File: src/rtl/ibex_pkg.sv
// rtl/ibex_pkg.sv - shared types and constants for the register-file write path
package ibex_pkg;

    localparam int unsigned RfDataWidth        = 32;
    localparam int unsigned RfLoadDepthDefault = 2;

    typedef struct packed {
        logic                   we;
        logic [4:0]             waddr;
        logic [RfDataWidth-1:0] wdata;
    } rf_wr_t;

    // A pending write to x0 never hazards: x0 always reads as zero.
    function automatic logic rf_addr_hit(input logic [4:0] raddr,
                                         input logic [4:0] waddr,
                                         input logic       wvalid);
        return wvalid && (raddr != 5'd0) && (raddr == waddr);
    endfunction

endpackage

File: src/rtl/ibex_rf_load_queue.sv
// rtl/ibex_rf_load_queue.sv - in-order FIFO of outstanding load destinations
module ibex_rf_load_queue #(
    parameter int unsigned Depth = 2,
    localparam int unsigned PtrW = (Depth > 1) ? $clog2(Depth) : 1,
    localparam int unsigned CntW = $clog2(Depth) + 1
) (
    input  logic               clk_i,
    input  logic               rst_ni,
    input  logic               push_i,
    input  logic [4:0]         push_addr_i,
    input  logic               pop_i,
    output logic [4:0]         head_o,
    output logic               full_o,
    output logic               empty_o,
    output logic [Depth*5-1:0] entries_o,
    output logic [Depth-1:0]   entry_valid_o
);

    logic [4:0]      mem_q [Depth];
    logic [4:0]      mem_d [Depth];
    logic [PtrW-1:0] wr_ptr_q, wr_ptr_d;
    logic [PtrW-1:0] rd_ptr_q, rd_ptr_d;
    logic [CntW-1:0] count_q, count_d;
    logic [Depth-1:0] vld_q, vld_d;
    logic            push_en, pop_en;

    function automatic logic [PtrW-1:0] ptr_inc(input logic [PtrW-1:0] p);
        return (p == PtrW'(Depth - 1)) ? '0 : p + 1'b1;
    endfunction

    assign full_o  = (count_q == CntW'(Depth));
    assign empty_o = (count_q == '0);
    assign push_en = push_i && !full_o;
    assign pop_en  = pop_i && !empty_o;
    assign head_o  = mem_q[rd_ptr_q];
    assign entry_valid_o = vld_q;

    always_comb begin
        for (int i = 0; i < Depth; i++) begin
            entries_o[i*5 +: 5] = mem_q[i];
        end
    end

    always_comb begin
        mem_d    = mem_q;
        wr_ptr_d = wr_ptr_q;
        rd_ptr_d = rd_ptr_q;
        vld_d    = vld_q;
        count_d  = count_q;
        if (pop_en) begin
            vld_d[rd_ptr_q] = 1'b0;
            rd_ptr_d        = ptr_inc(rd_ptr_q);
        end
        if (push_en) begin
            mem_d[wr_ptr_q] = push_addr_i;
            vld_d[wr_ptr_q] = 1'b1;
            wr_ptr_d        = ptr_inc(wr_ptr_q);
        end
        case ({push_en, pop_en})
            2'b10:   count_d = count_q + 1'b1;
            2'b01:   count_d = count_q - 1'b1;
            default: count_d = count_q;
        endcase
    end

    always_ff @(posedge clk_i) begin
        if (!rst_ni) begin
            mem_q    <= '{default: '0};
            wr_ptr_q <= '0;
            rd_ptr_q <= '0;
            vld_q    <= '0;
            count_q  <= '0;
        end else begin
            mem_q    <= mem_d;
            wr_ptr_q <= wr_ptr_d;
            rd_ptr_q <= rd_ptr_d;
            vld_q    <= vld_d;
            count_q  <= count_d;
        end
    end

endmodule

File: src/rtl/ibex_rf_write_arbiter.sv
// rtl/ibex_rf_write_arbiter.sv - merges ALU and load writes onto one register file write port
module ibex_rf_write_arbiter
    import ibex_pkg::*;
#(
    parameter bit          RV32E     = 1'b0,
    parameter int unsigned DataWidth = RfDataWidth,
    parameter int unsigned LoadDepth = RfLoadDepthDefault
) (
    input  logic                 clk_i,
    input  logic                 rst_ni,
    input  logic                 ex_valid_i,
    input  logic [4:0]           ex_waddr_i,
    input  logic [DataWidth-1:0] ex_wdata_i,
    output logic                 ex_ready_o,
    input  logic                 lsu_req_i,
    input  logic [4:0]           lsu_req_waddr_i,
    output logic                 lsu_req_ready_o,
    input  logic                 lsu_rvalid_i,
    input  logic [DataWidth-1:0] lsu_rdata_i,
    input  logic                 dummy_instr_wb_i,
    input  logic [4:0]           id_raddr_a_i,
    input  logic [4:0]           id_raddr_b_i,
    output logic                 stall_o,
    output logic                 we_a_o,
    output logic [4:0]           waddr_a_o,
    output logic [DataWidth-1:0] wdata_a_o,
    output logic                 err_o
);

    rf_wr_t skid_q, skid_d;
    rf_wr_t out_q, out_d;
    logic   err_q, err_d;

    logic                   q_full, q_empty;
    logic [4:0]             q_head;
    logic [LoadDepth*5-1:0] q_entries;
    logic [LoadDepth-1:0]   q_vld;

    logic                   load_ret, ex_acc, lsu_push;
    logic                   sel_any;
    logic [4:0]             sel_addr;
    logic [RfDataWidth-1:0] sel_data;

    assign ex_ready_o      = !skid_q.we;
    assign lsu_req_ready_o = !q_full;
    assign load_ret        = lsu_rvalid_i && !q_empty;
    assign ex_acc          = ex_valid_i && ex_ready_o;
    assign lsu_push        = lsu_req_i && !q_full;

    ibex_rf_load_queue #(
        .Depth (LoadDepth)
    ) u_load_queue (
        .clk_i         (clk_i),
        .rst_ni        (rst_ni),
        .push_i        (lsu_push),
        .push_addr_i   (lsu_req_waddr_i),
        .pop_i         (load_ret),
        .head_o        (q_head),
        .full_o        (q_full),
        .empty_o       (q_empty),
        .entries_o     (q_entries),
        .entry_valid_o (q_vld)
    );

    // Load returns win because the memory side cannot be back-pressured.
    always_comb begin
        sel_any  = 1'b0;
        sel_addr = '0;
        sel_data = '0;
        skid_d   = skid_q;
        out_d    = out_q;
        out_d.we = 1'b0;
        if (load_ret) begin
            sel_any  = 1'b1;
            sel_addr = q_head;
            sel_data = RfDataWidth'(lsu_rdata_i);
        end else if (skid_q.we) begin
            sel_any   = 1'b1;
            sel_addr  = skid_q.waddr;
            sel_data  = skid_q.wdata;
            skid_d.we = 1'b0;
        end else if (ex_acc) begin
            sel_any  = 1'b1;
            sel_addr = ex_waddr_i;
            sel_data = RfDataWidth'(ex_wdata_i);
        end
        if (ex_acc && (load_ret || skid_q.we)) begin
            skid_d.we    = 1'b1;
            skid_d.waddr = ex_waddr_i;
            skid_d.wdata = RfDataWidth'(ex_wdata_i);
        end
        if (sel_any) begin
            out_d.we    = (sel_addr != 5'd0) || dummy_instr_wb_i;
            out_d.waddr = sel_addr;
            out_d.wdata = sel_data;
        end
    end

    always_comb begin
        err_d = (lsu_rvalid_i && q_empty) || (lsu_req_i && q_full);
        if (RV32E && ((ex_acc && ex_waddr_i[4]) || (lsu_push && lsu_req_waddr_i[4]))) begin
            err_d = 1'b1;
        end
    end

    always_comb begin
        stall_o = rf_addr_hit(id_raddr_a_i, skid_q.waddr, skid_q.we) ||
                  rf_addr_hit(id_raddr_b_i, skid_q.waddr, skid_q.we) ||
                  rf_addr_hit(id_raddr_a_i, out_q.waddr, out_q.we)   ||
                  rf_addr_hit(id_raddr_b_i, out_q.waddr, out_q.we);
        for (int i = 0; i < LoadDepth; i++) begin
            if (rf_addr_hit(id_raddr_a_i, q_entries[i*5 +: 5], q_vld[i]) ||
                rf_addr_hit(id_raddr_b_i, q_entries[i*5 +: 5], q_vld[i])) begin
                stall_o = 1'b1;
            end
        end
    end

    always_ff @(posedge clk_i) begin
        if (!rst_ni) begin
            skid_q <= '0;
            out_q  <= '0;
            err_q  <= 1'b0;
        end else begin
            skid_q <= skid_d;
            out_q  <= out_d;
            err_q  <= err_d;
        end
    end

    assign we_a_o    = out_q.we;
    assign waddr_a_o = out_q.waddr;
    assign wdata_a_o = out_q.wdata[DataWidth-1:0];
    assign err_o     = err_q;

endmodule

File: config.mk
export PLATFORM = sky130hd
export DESIGN_NAME = ibex_rf_write_arbiter
export DESIGN_NICKNAME = d
export VERILOG_FILES = /design/src/rtl/ibex_pkg.sv /design/src/rtl/ibex_rf_load_queue.sv /design/src/rtl/ibex_rf_write_arbiter.sv
export SDC_FILE = /design/constraint.sdc
export NUM_CORES = 1
export LEC_CHECK = 0
export ABC_AREA = 1
export CAP_MARGIN = 30
export CELL_PAD_IN_SITES_DETAIL_PLACEMENT = 1
export CELL_PAD_IN_SITES_GLOBAL_PLACEMENT = 1
export CORE_MARGIN = 4
export CORE_UTILIZATION = 28
export DETAILED_ROUTE_END_ITERATION = 12
export GPL_TIMING_DRIVEN = 1
export PLACE_DENSITY_LB_ADDON = 0.1
export RECOVER_POWER = 100
export SYNTH_ARGS = -nofsm -noshare
export SYNTH_HDL_FRONTEND = slang
export SYNTH_SLANG_ARGS = --single-unit
File: constraint.sdc
create_clock -name clk_i -period 1.6 [get_ports clk_i]
set_input_delay 0.32 -clock clk_i [delete_from_list [all_inputs] [get_ports clk_i]]
set_output_delay 0.32 -clock clk_i [all_outputs]
set_load 0.02 [all_outputs]
* After elaboration in Yosys (flattened, before gate mapping)
Index checks and enable logic that the tools add are counted.
** Storage, ports and cells
- Flip-flop bits (word level) :: 93
- Output and inout port bits :: 42
** Cells by class
- Magnitude comparators :: 7
- Bitwise operators :: 5
- Reductions and logical operators :: 44
- Muxes and demuxes :: 28
- $add $sub $neg :: 4
- Equal/unequal tests :: 12
** Operator list (count)
- $mux W32 :: 3
- $eq A5 B5 Y1 :: 8
- $mux W38 :: 1
- $mux W5 :: 7
- $logic_and A1 B1 Y1 :: 27
- $reduce_bool A5 Y1 :: 3
- $bwmux W10 :: 1
- $mux W1 :: 10
- $logic_or A1 B1 Y1 :: 8
- $demux W5 S1 :: 1
- $eq A2 B2 Y1 const B :: 2
- $ge A2 B2 Y1 const B :: 2
- $lt A1 B2 Y1 const B :: 2
- $mux W2 :: 2
- $not A1 Y2 :: 2
- $pmux W2 S2 :: 1
- $logic_not A1 Y1 :: 3
- $add A1 B1 Y1 const B :: 2
- $add A2 B1 Y2 const B :: 1
- $and A2 B2 Y2 :: 1
- $demux W1 S1 :: 2
- $eq A2 B1 Y1 const B :: 1
- $ge A1 B1 Y1 const B :: 2
- $logic_not A2 Y1 :: 1
- other kinds (7) :: 7

* Logic depth before layout (Yosys ltp)
- Depth in word-level cells :: 9
- Gate-level depth with buffers :: 11

* Modules after synthesis
Synthesis repeated with hierarchy kept, for this count alone.
** Unflattened totals
- Cell total of the unflattened synthesis :: 731
- Area total of the unflattened synthesis :: 4858.4 um^2
** Modules (own cells, without submodules)
- ibex_rf_write_arbiter :: cells each 626, times used 1, area an instance 4101.4 um^2
- ibex_rf_load_queue :: cells each 105, times used 1, area an instance 757.0 um^2

* Worst setup path after synthesis
Ideal clock, no wire load.
- Kind :: reg2reg
- From :: register u_load_queue.count_q[0]
- To :: register u_load_queue.count_q[1]
- Buffers on the path :: 2
- Arrival time :: 1621 ps
- Cell stages (with the launch flop) :: 11
- Path slack :: -91 ps
- Library setup time :: 70 ps
- Cell sequence :: dfxtp_1 -> o21ai_2 -> buf_6 -> inv_2 -> buf_2 -> ha_1 -> a21oi_1 -> o21ai_0 -> inv_1 -> o21ai_0 -> a21oi_1
** On the way
- Cells in the longest elaborated chain, start to end :: 6
- Elaborated cells on any way between the ends :: 14
- Those cells by class :: add/sub (2); eq/ne (3); mux (1); reduce/logical (8)
** Ends and longest elaborated chain
- start: declaration :: RTL line ibex_rf_load_queue.sv:23 : logic [CntW-1:0] count_q, count_d;
- start signal: assignment :: RTL line ibex_rf_load_queue.sv:78 : count_q <= count_d;
- $logic_not A2 Y1 * :: RTL line ibex_rf_load_queue.sv:32 : assign empty_o = (count_q == '0);
- $logic_not A1 Y1 * :: RTL line ibex_rf_load_queue.sv:34, ibex_rf_write_arbiter.sv:46
- $logic_and A1 B1 Y1 :: RTL line ibex_rf_write_arbiter.sv:46 : assign load_ret = lsu_rvalid_i && !q_empty;
- $logic_and A1 B1 Y1 * :: RTL line ibex_rf_load_queue.sv:34 : assign pop_en = pop_i && !empty_o;
- net u_load_queue.pop_en :: RTL line ibex_rf_load_queue.sv:25 : logic push_en, pop_en;
- $eq A2 B1 Y1 / $eq A2 B2 Y1 (equally long branches) :: RTL line ibex_rf_load_queue.sv:59 : case ({push_en, pop_en})
- $pmux W2 S2 / $reduce_bool A2 Y1 (equally long branches)
The timed path passes the listed nets; every way through them passes the cells marked *.
A chain may end at the register's enable or synchronous reset.

* Worst setup path after layout
- From :: register skid_q[36] (netlist name)
- To :: output stall_o
** On the way
- Cells in the longest elaborated chain, start to end :: 7
- Elaborated cells on any way between the ends :: 9
- Those cells by class :: eq/ne (2); mux (2); reduce/logical (5)
** Ends and longest elaborated chain
- start: declaration :: RTL line ibex_rf_write_arbiter.sv:30 : rf_wr_t skid_q, skid_d;
- start signal: assignment :: RTL line ibex_rf_write_arbiter.sv:125 : skid_q <= skid_d;
- $eq A5 B5 Y1 :: RTL line ibex_pkg.sv:17 : return wvalid && (raddr != 5'd0) && (raddr == waddr);
- $logic_and A1 B1 Y1 :: RTL line ibex_pkg.sv:17
- $logic_or A1 B1 Y1 * :: RTL line ibex_rf_write_arbiter.sv:107 : stall_o = rf_addr_hit(id_raddr_a_i, skid_q.waddr, skid_q.we) ||
- $logic_or A1 B1 Y1 * :: RTL line ibex_rf_write_arbiter.sv:108 : rf_addr_hit(id_raddr_b_i, skid_q.waddr, skid_q.we) ||
- $logic_or A1 B1 Y1 * :: RTL line ibex_rf_write_arbiter.sv:109 : rf_addr_hit(id_raddr_a_i, out_q.waddr, out_q.we) ||
- $mux W1 * (2 in series) :: RTL line ibex_rf_write_arbiter.sv:112 : if (rf_addr_hit(id_raddr_a_i, q_entries[i*5 +: 5], q_vld[i]) ||
- end: declaration :: RTL line ibex_rf_write_arbiter.sv:23 : output logic stall_o,
Mark *: on every way between the ends. The rest lies on a longest branch, timed or not.

==> reports/qor.txt <==
Status = finished, violations left
Failing checks = negative setup slack
Largest net degree at the start of global routing = 33
DRT Wirelength = 17,800 microns
Final Instance Area = 7030 sq um
GRT Residual Overflow = 0
Post-DRT Antenna Nets = 0
Kind of critical path = flip-flop to output port
P_sw = 3.19 mW
Peak fanout along the critical path = 3
Final Wtd Congestion = 0.892
Final worst slack = -0.209 ns
Htree depth = 3
Diodes inserted = 0
Drt pass-1 iters = 4
P_leak = 3.11 nW
Register area share after synthesis = 39.8%
First-pass GRT wire length = 28,600 microns
Initial antenna violation count = 0
Predominant post-synthesis flop cell = dfxtp_1
Cells after DPL = 1,103
Worst EP arrival = 1.49 ns
CTS tree = done
Routed vias = 5,182
Net switching fraction of the power = 37.8%
Max Fclk = 553 MHz
VDD IR-drop max = 0.534 mV
Gr usage total = 19.4%
Die area = 18,800 sq um
Clk root buf = clkbuf_16
Die width = 137 microns
Asr flop ratio synth = 0%
Share of cells above drive strength 1 = 15.0%
CP endpoint kind = output port
Layout area overhead = 50.3%
Number of synthesized flops with an enable pin = 0
Hold Path Class = flip-flop to flip-flop
Final Cycle Share = 113%
Avg Cell Area, Syn = 6.43 sq um
Number of global-route vias before repair = 5,505
Clock transition at path regs = 0.08 ns
Reg power frac = 36.2%
Clock sink count = 93
Normalized max-slew margin = 77.2%
Post-synthesis cell type count = 23
Initial Utilization = 29.0%
Fill count = 2,068
Cell Count, Final, Fillers Out = 1,123
Max_cap viols = 0
Cell count after synthesis = 728
Placed cell area = 6710 sq um
Worst EP required = 1.28 ns
Clk network pwr share = 25.2%
Commonest non-fill, non-tap cell in the layout = nand2_1
Most frequent cells in the layout = nand2_1 (310), clkdlybuf4s50_1 (78), dfxtp_1 (77)
Routed WL per cell = 15.8 microns
Synth Net Count = 819
Endpoints failing hold = 0
Final HPWL DP = 13,800 microns
Nets@finish = 993
Period minus WS final = 1.81 ns
Clock skew = 0.0102 ns
Design internal power = 5.25 mW
Layout Utilization = 43.6%
Clk_lat worst skew = 0.35 ns
Pwr dens = 1200 nW/um^2
Final setup vio count = 1
Yosys reg bits = 93
Clk buf depth = 2
Worst Setup Start Kind = flip-flop
Io pins = 132
Unrepaired setup endpoints after global routing = yes
Pins Over Slew Limit = 0
Port bufs = 131
Cell Area, Synth = 4680 sq um
Total power = 8.44 mW
Initial DRC Count = 209
Die Ht = 137 microns
Worst Tran Pin Value = 0.342 ns
Residual DRC = 0
Hold-fix buffers, CTS = 0
Combinational share of power = 38.6%
Vias per inst = 4.61
Core area = 16,100 sq um
# rows = 46
Yosys warnings = 0
Total CTS buffers = 9
power by group through the flow:
stage                     Sequential [mW]  Combinational, mW  Clock [mW]
final                                3.06               3.26        2.13
after global routing                 3.12               3.63        2.29
after CTS                            3.05               3.34        2.19
after detailed placement             3.09               3.42           0
after global placement               3.07               3.35           0
after floorplan                      3.24               1.55           0
flip-flops by register name (all words and copies together) (netlist names):
| name | count |
|---|---|
| u_load_queue.rd_ptr_q | 1 |
| err_o | 1 |
| we_a_o | 1 |
| u_load_queue.wr_ptr_q | 1 |
| skid_q | 38 |
| waddr_a_o | 5 |
| u_load_queue.count_q | 2 |
| u_load_queue.entry_valid_o | 2 |
| wdata_a_o | 32 |
| u_load_queue.entries_o | 10 |
cells in the mapped netlist, types with 2 or more instances:
cell	number	area share (%)
o21ai_0	52	5.6
nand3_1	22	2.4
xnor2_1	15	2.8
a31oi_1	32	4.3
clkbuf_1	23	1.8
buf_4	4	0.64
nor2_1	31	2.5
xor2_1	8	1.5
inv_1	57	4.6
dfxtp_1	93	40
a21oi_1	51	5.5
buf_6	2	0.48
inv_2	4	0.32
nand2_1	312	25
buf_2	14	1.5
worst max-delay path, cell delays in order (launching register included):
cell and delay, ns:
dfxtp_2 0.34, buf_6 0.13, xnor2_2 0.13, nand2_1 0.06
nor2_1 0.04, nand2_1 0.06, nand2_1 0.06, nor2_2 0.12
nand3_2 0.08, buf_6 0.13
cells by family after synthesis:
| group | count (synthesis) | synth area share, % |
|---|---|---|
| xor+xnor | 23 | 4.31 |
| buf+inv | 104 | 9.36 |
| compound gates | 139 | 15.9 |
| flops | 93 | 39.8 |
| simple gates | 368 | 30.4 |
| fa+ha+maj | 1 | 0.267 |
routing by layer:
metal	GRT usage [%]	vias to the layer above	part of all wire, %
li1	-	2644	-
met1	23.7	2441	44
met2	34.5	82	50
met3	3.83	15	3.9
met4	5.38	0	1.4
met5	0	-	0
timing repair:
| item | in CTS | in global routing |
|---|---|---|
| setup endpoints to repair | 65 | 66 |
| pin swaps | 10 | 2 |
| gates resized for setup | 104 | 36 |
| hold endpoints to repair | 0 | 0 |
| setup buffers | 3 | 1 |
stage by stage:
step	TNS (ns)	worst slack, ns	hold slack, ns
floorplan	0	0.0211	0.425
global placement	-13.47	-1.03	0.432
detailed placement	-16.68	-1.04	0.440
CTS	-0.254	-0.254	0.454
global route	-5.20	-0.334	0.484
finish	-0.209	-0.209	0.452
cell type report:
class                           count  area (sq um)  area share (%)
Clock buffer                        9           225            3.20
Clock inverter                      7          68.8           0.979
Inverter                           61           229            3.26
Multi-Input combinational cell    531          2440            34.8
Sequential cell                    93          1880            26.8
Tap cell                          216           270            3.84
Timing Repair Buffer              206          1910            27.1
worst paths after layout:
check / from / cells after the start / slack [ns] / to
max: skid_q[36] / 9 / -0.21 / stall_o
min: skid_q[0] / 2 / 0.45 / skid_q[0]
max reg2reg: u_load_queue.count_q[1] / 7 / 0.02 / wdata_a_o[21]
min reg2reg: skid_q[0] / 2 / 0.45 / skid_q[0]
Power figures use the tool's default switching activity.
